## src/rtl/flags_bank_reg.sv

```systemverilog
// ============================================================================
//  Module      : flags_bank_reg
//  Description : Multi-bank over/underflow flag register for the matmul result
//                path: sticky/overwrite update, write-1-to-clear, registered
//                read with popcount and per-bank any-flag summary.
//  Revision    : 1.0
// ============================================================================
`default_nettype none

module flags_bank_reg #(
    parameter int DATA_WIDTH = 32,
    parameter int BUS_WIDTH  = 64,
    parameter int MAX_DIM    = BUS_WIDTH / DATA_WIDTH,
    parameter int NUM_BANKS  = 4,
    parameter int FW         = MAX_DIM * MAX_DIM,
    parameter int BANK_W     = (NUM_BANKS > 1) ? $clog2(NUM_BANKS) : 1,
    parameter int CW         = $clog2(FW + 1)
) (
    input  logic                 clk_i,
    input  logic                 rst_i,
    input  logic                 wr_en_i,
    input  logic [BANK_W-1:0]    wr_bank_i,
    input  logic [FW-1:0]        wr_data_i,
    input  logic                 sticky_i,
    input  logic                 clr_en_i,
    input  logic [BANK_W-1:0]    clr_bank_i,
    input  logic [FW-1:0]        clr_mask_i,
    input  logic                 rd_en_i,
    input  logic [BANK_W-1:0]    rd_bank_i,
    output logic [FW-1:0]        rd_data_o,
    output logic [CW-1:0]        rd_cnt_o,
    output logic                 rd_valid_o,
    output logic [NUM_BANKS-1:0] any_flag_o,
    output logic                 new_flag_o
);

    logic [FW-1:0]        bank_q [NUM_BANKS];
    logic [FW-1:0]        bank_d [NUM_BANKS];
    logic [NUM_BANKS-1:0] wr_sel;
    logic [NUM_BANKS-1:0] clr_sel;
    logic [FW-1:0]        rd_word;
    logic [CW-1:0]        rd_ones;

    logic [FW-1:0]        rd_data_q,  rd_data_d;
    logic [CW-1:0]        rd_cnt_q,   rd_cnt_d;
    logic                 rd_valid_q, rd_valid_d;
    logic [NUM_BANKS-1:0] any_flag_q, any_flag_d;
    logic                 new_flag_q, new_flag_d;

    // Out-of-range bank indices match no decoder output, so they are ignored.
    always_comb begin
        wr_sel  = '0;
        clr_sel = '0;
        for (int b = 0; b < NUM_BANKS; b++) begin
            wr_sel[b]  = wr_en_i  && (wr_bank_i  == BANK_W'(b));
            clr_sel[b] = clr_en_i && (clr_bank_i == BANK_W'(b));
        end
    end

    // Write wins over a same-cycle clear on every overlapping bit.
    always_comb begin
        new_flag_d = 1'b0;
        any_flag_d = '0;
        for (int b = 0; b < NUM_BANKS; b++) begin
            bank_d[b] = bank_q[b];
            if (sticky_i) begin
                bank_d[b] = (bank_q[b] & ~(clr_sel[b] ? clr_mask_i : '0))
                          | (wr_sel[b] ? wr_data_i : '0);
            end else if (wr_sel[b]) begin
                bank_d[b] = wr_data_i;
            end else if (clr_sel[b]) begin
                bank_d[b] = bank_q[b] & ~clr_mask_i;
            end
            if (wr_sel[b] && |(wr_data_i & ~bank_q[b])) begin
                new_flag_d = 1'b1;
            end
            any_flag_d[b] = |bank_d[b];
        end
    end

    // Read path samples the pre-update contents.
    always_comb begin
        rd_word = '0;
        for (int b = 0; b < NUM_BANKS; b++) begin
            if (rd_bank_i == BANK_W'(b)) begin
                rd_word = bank_q[b];
            end
        end
        rd_ones = '0;
        for (int i = 0; i < FW; i++) begin
            rd_ones = rd_ones + CW'(rd_word[i]);
        end
        rd_valid_d = rd_en_i;
        rd_data_d  = rd_en_i ? rd_word : rd_data_q;
        rd_cnt_d   = rd_en_i ? rd_ones : rd_cnt_q;
    end

    always_ff @(posedge clk_i) begin
        if (rst_i) begin
            for (int b = 0; b < NUM_BANKS; b++) begin
                bank_q[b] <= '0;
            end
            rd_data_q  <= '0;
            rd_cnt_q   <= '0;
            rd_valid_q <= 1'b0;
            any_flag_q <= '0;
            new_flag_q <= 1'b0;
        end else begin
            for (int b = 0; b < NUM_BANKS; b++) begin
                bank_q[b] <= bank_d[b];
            end
            rd_data_q  <= rd_data_d;
            rd_cnt_q   <= rd_cnt_d;
            rd_valid_q <= rd_valid_d;
            any_flag_q <= any_flag_d;
            new_flag_q <= new_flag_d;
        end
    end

    assign rd_data_o  = rd_data_q;
    assign rd_cnt_o   = rd_cnt_q;
    assign rd_valid_o = rd_valid_q;
    assign any_flag_o = any_flag_q;
    assign new_flag_o = new_flag_q;

endmodule

`default_nettype wire
```

## config.mk

```make
export PLATFORM = sky130hd
export DESIGN_NAME = flags_bank_reg
export DESIGN_NICKNAME = d
export VERILOG_FILES = /design/src/rtl/flags_bank_reg.sv
export SDC_FILE = /design/constraint.sdc
export NUM_CORES = 1
export LEC_CHECK = 0
export BUFFER_PORTS_ARGS = -buffer_cell sky130_fd_sc_hd__buf_2
export CAP_MARGIN = 40
export CORE_UTILIZATION = 56
export CTS_CLUSTER_DIAMETER = 30
export DETAILED_ROUTE_END_ITERATION = 12
export PLACE_DENSITY = 0.84
export SETUP_SLACK_MARGIN = 0.05
export SYNTH_ARGS = -nofsm -noshare
export SYNTH_HDL_FRONTEND = slang
export SYNTH_SLANG_ARGS = --single-unit
```

## constraint.sdc

```tcl
create_clock -name clk_i -period 6.78 [get_ports clk_i]
set_clock_uncertainty 0.2 [all_clocks]
set_input_delay 0 -clock clk_i [delete_from_list [all_inputs] [get_ports clk_i]]
set_output_delay 0 -clock clk_i [all_outputs]
set_load 0.02 [all_outputs]
```

* Word level (Yosys, flattened, before mapping)
Memories as Yosys holds them, arrays and structs flattened. Index checks and enable logic that the tools add are counted. W data, S select, Z words.
Cells by class: add/sub/neg operators 3, equality and inequality tests 9, mux-type cells 35, bitwise gates (word level) 29, reductions and logical operators 23
Operators by type and width (number):
- $mux W4 | 28
- $and A4 B4 Y4 | 12
- $not A4 Y4 | 9
- $reduce_or A4 Y1 | 8
- $or A4 B4 Y4 | 4
- $eq A2 B2 Y1 const B | 6
- $logic_and A1 B1 Y1 | 12
- $mux W1 | 7
- $eq A2 B1 Y1 const B | 3
- $logic_not A2 Y1 | 3
- $or A1 B1 Y1 | 4
- $add A2 B1 Y3 | 1
- $add A3 B1 Y3 | 1
- $add A1 B1 Y2 | 1
Word-level totals: register bits 13, bits in writable memories 16, bits of input ports 20, output and inout port bits 13, logic and storage cells 105, memories 1
Memories:
- bank_q | depth 4, width 4, read ports 4, clocked after memory_dff 0, write ports 4, RTL line 37 | logic [FW-1:0] bank_q [NUM_BANKS];

* Logic depth before layout (Yosys ltp)
depth after elaboration 8, mapped depth 6, mapped depth without buffers 6

* Worst setup path before layout
No wires, ideal clock.
kind flip-flop to flip-flop, from mem bank_q[3][1] (netlist name), to reg rd_cnt_q[1] (netlist: rd_cnt_o[1]), setup time 128 ps, arrival time 1873 ps, required time 6452 ps, path slack 4580 ps, cell stages (with the launch flop) 7, buffers on the path 0, clock period less this slack 2200 ps, cell sequence dfxtp_1 -> mux4_2 -> fa_1 -> ha_1 -> ha_1 -> mux2i_1 -> nor2_1
RTL lines:
- start: declaration | RTL line 37
- end signal: assignment | RTL line 113 | rd_cnt_q <= rd_cnt_d;
- end: declaration | RTL line 45 | logic [CW-1:0] rd_cnt_q, rd_cnt_d;

==> flow_summary.yaml <==
clocking:
  post_cts_resized: 0
  clk_latency_ps: 340
  clkTransAtPathRegs_ps: 90
  h-tree-depth: 2
  clockRootBuffer: "clkbuf_4"
  cts_inserted_buffers: 5
  clockBufferDepth: 2
  cts_tree: "yes"
  cts_sinks: 29
worst_setup_path:
  rr_startpoint: "bank_q[3][1]"
  cp_max_fo: 16
  crit_family: "buffers and inverters"
  cp_data_arrival_time_ps: 2750
  crit_buf_inv: 4
  worst_path_max_delay_cell: "dlygate4sd3_1"
  critPathLaunchType: "input port"
  critPathKind: "input port to flip-flop"
  startpoint: "clr_bank_i[0]"
  required_ps: 6820
  crit_chain: "dlygate4sd3_1 -> buf_2 -> or4bb_1 -> a32oi_1 -> dlygate4sd3_1 -> nor2_1 -> dlygate4sd3_1"
  crit_top_cell: "dlygate4sd3_1"
  slowest_delay_ps: 590
  cp-end-kind: "flip-flop"
timing:
  layout_min_cycle_time_ps: 2710
  fmax_ghz: 0.369
  whs_ps: 4.18
  fin_crit_sh_pct: 40.0
  hold_violations: 0
  worst_pin_slew_ps: 573
  rsz0062_at_grt: "false"
  setup_viol: 0
  slew_headroom_pct: 61.7
  setup_tns_ps: 0
  final_max_slew_viol_count: 0
grt:
  grt_pass1_wl_um: 6780
  antenna_found_initial: 0
  grt_pass1_vias: 1418
  grt_max_degree: 30
  groute.usage.overall_pct: 36.1
  globalRouteOverflowTotal: 0
power:
  ir_worst_vdd_v: 0.000203
  power.leakage_nw: 0.795
  finalPower_mw: 0.371
  power_density_mw_per_mm2: 190
cells_and_area:
  mostFrequentLayoutCell: "buf_2"
  final_nets: 221
  layout_common_cells: "buf_2, dfxtp_1, dlygate4sd3_1"
  drive_gt1_share_pct: 22.6
  syn_to_final_growth_pct: 35.5
  diodes: 0
route:
  viasPerCell: 6.44
  drt-initial-drc-count: 73
  wire_per_inst_um: 18.6
  drc: 0
  ant_nets: 0
  routed_wl_um: 4270
  first_pass_iters: 4
  vias: 1474
logic_synthesis:
  seq_area_frac_synth_pct: 40.3
  synthCells: 139
  yosysWarnings: 0
  syn-num-nets: 162
  synth_top_cell_area_share_pct: 40.3
  synth_area_leaders: "dfxtp_1, a32oi_1, nor2b_1"
  synth.distinct_cells: 19
  syn_area_mm2: 0.00144
  synth_top_area_cell: "dfxtp_1"
  syn_area_per_cell_um2: 10.4
  yosys_register_bits: 29
die:
  core_mm2: 0.00245
  die_area_mm2: 0.00278
  start_util_pct: 58.7
  rows: 18
  die_x_um: 52.7
  boundaryPins: 33
  fp.dieH_um: 52.7
flow_run:
  max_cap_violations: 0
worst_hold_path:
  hold_start: "clr_en_i"
  hold_class: "input port to flip-flop"
placement:
  post-dp-hpwl_um: 2560
  io_buffers: 32
  place_congestion: 0.852
status:
  status: "complete, no violations"
## where the power goes
group,total [mW],internal [mW],switching (mW)
clock network,0.123,0.0600,0.0631
registers,0.182,0.177,0.00414
logic,0.0668,0.0312,0.0356
total,0.371,0.269,0.103
## worst min-delay path, stage by stage
cell and delay, ps:
buf_2 180, nand4b_1 120, a32oi_1 120, nor2_1 90
## logic make-up after synthesis
logic type	synth area share (%)
AND/OR/NAND/NOR	28.4
flip-flops	40.3
AO/OA/AOI/OAI	15.2
multiplexers	11.1
buffers and inverters	1.82
adder cells (fa/ha/maj)	3.13
## repair_timing
| item | in CTS | in global routing |
|---|---|---|
| hold endpoints to repair | 29 | 0 |
| hold buffers | 27 | 0 |
| buffers inserted | 0 | 0 |
| setup endpoints to repair | 0 | 0 |
## flip-flops by register name, indices dropped and copies added, names as in the netlist
name	cells
new_flag_o	1
rd_data_o	4
any_flag_o	4
bank_q	16
rd_valid_o	1
rd_cnt_o	3
## synthesized netlist by cell type
library cell	instances
mux4_2	4
and3_1	1
o41ai_1	4
nor3b_1	1
or4bb_1	4
a41oi_1	5
fa_1	1
nor2b_1	17
clkbuf_1	7
nand4bb_1	2
nand4b_1	9
dfxtp_1	29
ha_1	2
nand4_1	4
mux2i_1	7
or4b_4	1
and3b_1	2
a32oi_1	16
nor2_1	23
## final timing paths
check	to	slack (ps)	cells after the start
worst max-delay path	bank_q[0][0]	4070	7
worst min-delay path	bank_q[1][3]	4	4
worst max register to register	rd_cnt_o[1]	4450	6
worst min register to register	rd_data_o[3]	310	2
## final cells by class
| cell class | count | area, um2 |
|---|---|---|
| timing repair buffer | 59 | 430 |
| sequential | 29 | 581 |
| fill | 150 | 503 |
| multi-input combinational | 103 | 833 |
| clock buffer | 7 | 65.1 |
| tap | 30 | 37.5 |
| clock inverter | 1 | 5.00 |
## metal layers
layer  global-route usage (%)  part of all wire [%]  vias up
met5                        0                     0        -
li1                         -                     -      674
met3                     11.9                   8.0       26
met2                     53.4                    47       80
met1                     43.4                    39      694
met4                     25.4                   6.1        0
## metrics by stage
step	cells	utilization, %	instance area [um2]	worst slack (ps)
global placement	194	65.6	1610	4510
CTS	229	79.5	1950	4150
floorplan	139	-	1440	4580
detailed placement	194	65.6	1610	4490
finish	229	79.5	1950	4070
global route	229	79.5	1950	3960
(Power assumes the default switching activity.)
